--- src/rtl/instr_fetch_pkg.sv ---
// -----------------------------------------------------------------------------
// instr_fetch_pkg
// Shared types and constants for the RV32I fetch stage.
//   fetch_state_t    : fetch controller states
//   NOP_INSTR        : canonical NOP (addi x0,x0,0) shown when nothing is valid
//   RESET_PC_DEFAULT : PC of the first fetch after reset
//   align_word()     : clears the low two bits of a target address
// -----------------------------------------------------------------------------
package instr_fetch_pkg;

   typedef enum logic [1:0] {
      FETCH   = 2'd0,  // read in flight; data is bypassed straight to ir_out
      HOLD    = 2'd1,  // word buffered because IF/ID was not accepting
      DISCARD = 2'd2   // read in flight for a squashed PC; its data is thrown away
   } fetch_state_t;

   localparam logic [31:0] NOP_INSTR        = 32'h0000_0013;
   localparam logic [31:0] RESET_PC_DEFAULT = 32'h6000_0000;

   // Instruction addresses are word aligned; low bits of a target are ignored.
   function automatic logic [31:0] align_word(input logic [31:0] addr);
      return {addr[31:2], 2'b00};
   endfunction

endpackage

--- src/rtl/instr_fetch.sv ---
// -----------------------------------------------------------------------------
// instr_fetch
// Fetch stage of the 5-stage RV32I pipeline. Owns the PC, issues reads to the
// instruction memory and hands {instruction, PC} pairs to IF/ID. Absorbs memory
// wait states, downstream stalls and redirects, including a redirect that lands
// while a read is still outstanding (that read is completed and its data
// dropped, since the memory cannot abort it).
//
// Ports
//   clk, rst         : clock, synchronous active-high reset
//   imem_address     : read address (always pc_q)
//   imem_read        : read request, held with a stable address until imem_resp
//   imem_rdata       : instruction word, valid with imem_resp
//   imem_resp        : one-cycle completion pulse for the outstanding read
//   advance          : IF/ID accepts this cycle
//   redirect         : control transfer resolved; squash the in-flight fetch
//   redirect_target  : new PC on redirect (bits [1:0] ignored)
//   fetch_valid      : ir_out/pc_out carry a real instruction
//   ir_out           : instruction (NOP_INSTR when not valid)
//   pc_out           : PC of ir_out
// -----------------------------------------------------------------------------
module instr_fetch
   import instr_fetch_pkg::*;
#(
   parameter logic [31:0] RESET_PC = RESET_PC_DEFAULT
) (
   input  logic        clk,
   input  logic        rst,
   output logic [31:0] imem_address,
   output logic        imem_read,
   input  logic [31:0] imem_rdata,
   input  logic        imem_resp,
   input  logic        advance,
   input  logic        redirect,
   input  logic [31:0] redirect_target,
   output logic        fetch_valid,
   output logic [31:0] ir_out,
   output logic [31:0] pc_out
);

   fetch_state_t state_q;
   logic [31:0]  pc_q;
   logic [31:0]  pend_q;
   logic [31:0]  ir_buf_q;

   logic [31:0]  target;
   logic [31:0]  pc_plus4;

   assign target   = align_word(redirect_target);
   assign pc_plus4 = pc_q + 32'd4;   // wraps silently at 2^32

   // Outputs are gated by rst so nothing leaks during the reset cycle, even
   // though state_q only clears on the following edge.
   assign imem_address = pc_q;
   assign imem_read    = ~rst & ((state_q == FETCH) | (state_q == DISCARD));
   assign fetch_valid  = ~rst & ~redirect &
                         (((state_q == FETCH) & imem_resp) | (state_q == HOLD));
   assign pc_out       = pc_q;

   // FETCH bypasses memory data combinationally so a same-cycle response costs
   // no extra latency.
   always_comb begin
      ir_out = NOP_INSTR;
      if (fetch_valid) begin
         ir_out = (state_q == HOLD) ? ir_buf_q : imem_rdata;
      end
   end

   always_ff @(posedge clk) begin
      if (rst) begin
         state_q  <= FETCH;
         pc_q     <= RESET_PC;
         pend_q   <= 32'd0;
         ir_buf_q <= NOP_INSTR;
      end else begin
         case (state_q)
            FETCH: begin
               if (redirect) begin
                  if (imem_resp) begin
                     pc_q <= target;
                  end else begin
                     // Read still outstanding at the old address: remember
                     // the target and drop the response when it arrives.
                     pend_q  <= target;
                     state_q <= DISCARD;
                  end
               end else if (imem_resp) begin
                  if (advance) begin
                     pc_q <= pc_plus4;
                  end else begin
                     ir_buf_q <= imem_rdata;
                     state_q  <= HOLD;
                  end
               end
            end
            HOLD: begin
               if (redirect) begin
                  pc_q    <= target;
                  state_q <= FETCH;
               end else if (advance) begin
                  pc_q    <= pc_plus4;
                  state_q <= FETCH;
               end
            end
            DISCARD: begin
               if (redirect) begin
                  pend_q <= target;   // newest redirect wins
               end
               if (imem_resp) begin
                  pc_q    <= redirect ? target : pend_q;
                  state_q <= FETCH;
               end
            end
            default: begin
               state_q <= FETCH;
            end
         endcase
      end
   end

endmodule

--- config.mk ---
export PLATFORM = sky130hd
export DESIGN_NAME = instr_fetch
export DESIGN_NICKNAME = d
export VERILOG_FILES = /design/src/rtl/instr_fetch_pkg.sv /design/src/rtl/instr_fetch.sv
export SDC_FILE = /design/constraint.sdc
export NUM_CORES = 1
export LEC_CHECK = 0
export ABC_AREA = 1
export CELL_PAD_IN_SITES_DETAIL_PLACEMENT = 1
export CELL_PAD_IN_SITES_GLOBAL_PLACEMENT = 2
export CORE_MARGIN = 1.5
export CORE_UTILIZATION = 27
export CTS_BUF_LIST = sky130_fd_sc_hd__clkbuf_8
export CTS_CLUSTER_SIZE = 12
export DETAILED_ROUTE_END_ITERATION = 10
export GPL_TIMING_DRIVEN = 0
export PLACE_DENSITY_LB_ADDON = 0.25
export SLEW_MARGIN = 15
export SYNTH_ARGS = -nofsm -noshare
export SYNTH_HDL_FRONTEND = slang
export SYNTH_SLANG_ARGS = --single-unit
--- constraint.sdc ---
create_clock -name clk -period 4.19 [get_ports clk]
set_input_delay 1.0475 -clock clk [delete_from_list [all_inputs] [get_ports clk]]
set_output_delay 1.0475 -clock clk [all_outputs]
set_load 0.02 [all_outputs]
==> flow_metrics.env <==
export IMPL_power_uw=2420
export IMPL_slew_viol_final=0
export IMPL_synth_area_leaders="dfxtp_1 33%, nand2_1 21%, o21ai_0 11%, a21oi_1 9.8%, inv_1 5.4%"
export IMPL_path_max_fanout=3
export IMPL_routed_wl_um=24000
export IMPL_rsz0062_at_grt="false"
export IMPL_required_ns=3.14
export IMPL_fin_crit_ns=3.98
export IMPL_switchingPower_uw=849
export IMPL_track_usage=0.212
export IMPL_synthesis_nets=1065
export IMPL_ys_ff_latch=98
export IMPL_path_clk_slew_ns=0.10
export IMPL_grt_max_degree=16
export IMPL_num_vias=6973
export IMPL_hold_path_class="register to register"
export IMPL_sw_frac_of_total=0.351
export IMPL_ys_types=29
export IMPL_finalCritPeriodShare=0.950
export IMPL_drt_pre_antenna_iters=5
export IMPL_cpMaxStageDelayCell="clkdlybuf4s50_1"
export IMPL_status="completed"
export IMPL_internal_power_uw=1570
export IMPL_grt_pass1_wl_um=37400
export IMPL_die_h_um=152
export IMPL_postSynth_asyncResetShare=0
export IMPL_max_slew_margin_rel=0.543
export IMPL_clockPowerShare=0.256
export IMPL_synth_top_family_by_area="simple AND/OR/NAND/NOR gates"
export IMPL_synth_area_leader_cell="dfxtp_1"
export IMPL_dp_hpwl_um=18200
export IMPL_critPathLaunch="imem_resp"
export IMPL_yosysSeqAreaShare=0.329
export IMPL_p_seq_frac=0.452
export IMPL_timing_fmax_ghz=0.251
export IMPL_drc_errors=0
export IMPL_yosys_mux_area_fraction=0
export IMPL_dpl_worst_slack_ns=-0.244
export IMPL_hold_viol_final=0
export IMPL_layout_nets=1243
export IMPL_wire_per_inst_um=16.4
export IMPL_diodes=0
export IMPL_skew_ns=0.0142
export IMPL_cts_tree="yes"
export IMPL_regToRegStartpoint="imem_address[3]$_SDFFE_PP0P_"
export IMPL_multiInputGateArea_um2=3220
export IMPL_yosysTopAreaCellShare=0.329
export IMPL_cts_root_buf="clkbuf_8"
export IMPL_grt_pass1_vias=6774
export IMPL_avgSynthCellArea_um2=5.99
export IMPL_gp_congestion=0.802
export IMPL_postLayoutSetupSlackWorst_ns=0.209
export IMPL_cp_end_kind="primary output"
export IMPL_ir_worst_vdd_v=0.000117
export IMPL_pwr_share_comb=0.293
export IMPL_ant_nets=0
export IMPL_layout_commonest_cell="nand2_1"
export IMPL_start_util=0.274
export IMPL_clock_path_buffers=2
export IMPL_drive_gt1_frac=0.0569
export IMPL_drtIter0Drc=230
export IMPL_tritoncts_num_buffers=9
export IMPL_hold_start="ir_buf_q[28]$_SDFFE_PP0P_"
export IMPL_num_rows=54
export IMPL_p_leak_uw=0.00392
export IMPL_finalSetupViolCount=0
export IMPL_startpoint_type="primary input"
export IMPL_cap_violations=0
export IMPL_synth_area_um2=5960
export IMPL_synth_ff_type="dfxtp_1"
export IMPL_cp_arrival_ns=2.93
export IMPL_htree_levels=3
export IMPL_path_cells="clkdlybuf4s50_1 > inv_1 > nor2_2 > o21ai_0 > nor2_2 > buf_4 > nand2_1 > inv_1 > clkdlybuf4s50_1"
export IMPL_critPathKind="primary input to primary output"
export IMPL_postSynthCellCount=995
export IMPL_cts_hold_buffers=0
export IMPL_fill_cells=2862
export IMPL_synth_compound_area_frac=0.234
export IMPL_clock_sinks=98
export IMPL_vias_per_cell=4.78
export IMPL_layout_common_cells="332 x nand2_1, 136 x clkdlybuf4s50_1, 129 x o21ai_0, 117 x a21oi_1, 98 x dfxtp_1"
export IMPL_die_w_um=152
export IMPL_core_area_um2=21800
export IMPL_yosys_area_share_simple=0.292
export IMPL_yosys_warnings=0
export IMPL_powerDensity_nw_per_um2=294
export IMPL_port_buffers=163
export IMPL_io_pins=167
export IMPL_holdPathStages=2
export IMPL_clk_latency_ns=0.39
export IMPL_worst_slew_pin_slew_ns=0.686
export IMPL_antenna_found_initial=0
export IMPL_seq_area_um2=1960
export IMPL_synth_enable_flop_cells=0
export IMPL_die_area_um2=23000
export IMPL_synth_adder_area_share=0.00210
export IMPL_rr_worst_depth=11
export IMPL_cpPeakStageDelay_ns=0.60
export IMPL_synth_xor_area_frac=0.0103
export IMPL_area_growth_syn_to_layout_pct=38.2
export IMPL_grt_overflow=0
-- sequential cells by signal, summed over array words and instances (netlist names) --
register / flops
ir_buf_q: 32
pend_q: 32
state_q: 2
imem_address: 32
-- critical path, delay by kind of cell --
family	cells	cell delay, ns
buffers and inverters	5	1.38
AO/OA/AOI/OAI	1	0.11
AND/OR/NAND/NOR	3	0.40
-- final cells by class --
| type | instances | share of cell area |
|---|---|---|
| buffer | 87 | 0.0581 |
| clock buffer | 11 | 0.0184 |
| clock inverter | 5 | 0.00365 |
| inverter | 87 | 0.0397 |
| multi-input combinational | 723 | 0.391 |
| sequential | 98 | 0.238 |
| tap | 280 | 0.0426 |
| timing repair buffer | 167 | 0.209 |
-- synth_stat cells (4+ instances only) --
cell type	count
nand2_1	332
o21ai_0	129
a21oi_1	117
dfxtp_1	98
inv_1	85
nor2_1	76
clkbuf_1	44
buf_4	32
a31oi_1	18
nand3_1	17
buf_2	10
nand3b_1	9
xor2_1	4
-- per-layer routing --
metal	track usage	up-vias	wire length (µm)
met5	0	-	0
met4	0.0611	0	365
met3	0.0374	22	1330
met2	0.353	166	11000
met1	0.280	3254	11300
li1	-	3531	-
-- power groups by stage --
| stage | Sequential [µW] | Clock [µW] | Combinational (µW) |
|---|---|---|---|
| 2_1_floorplan | 1120 | 0 | 361 |
| 3_3_place_gp | 1110 | 0 | 701 |
| 3_5_place_dp | 1110 | 0 | 709 |
| 4_1_cts | 1090 | 644 | 715 |
| 5_1_grt | 1100 | 674 | 784 |
| 6_report | 1090 | 618 | 708 |
-- worst paths after layout --
path	endpoint	slack (ns)
hold / removal	ir_buf_q[28]$_SDFFE_PP0P_	0.46
setup reg to reg	imem_address[20]$_SDFFE_PP0P_	1.88
hold reg to reg	ir_buf_q[28]$_SDFFE_PP0P_	0.46
setup / recovery	ir_out[2]	0.21
-- timing repair --
item                       CTS  global route
setup buffers                1             3
setup endpoints to repair   30            29
resized for setup           10            25
pin swaps                    1             1
gates cloned                 0             0
-- cell families after synthesis --
kind of cell,after synthesis
buffers and inverters,174
DFF,98
and+or+nand+nor,443
AOI/OAI and AO/OA,272
xor gates and xnor gates,7
adders and majority gates,1
-- stage by stage --
| step | util | TNS [ns] | area (µm²) | cells | hold slack (ns) |
|---|---|---|---|---|---|
| after CTS | 0.374 | 0 | 8150 | 1455 | 0.463 |
| after floorplan | - | 0 | 5960 | 995 | 0.425 |
| after detailed placement | 0.365 | -6.03 | 7940 | 1438 | 0.444 |
| after global routing | 0.378 | 0 | 8230 | 1458 | 0.479 |
| final | 0.378 | 0 | 8230 | 1458 | 0.458 |
| after global placement | 0.365 | -6.08 | 7940 | 1438 | 0.441 |
(Power assumes the default switching activity.)
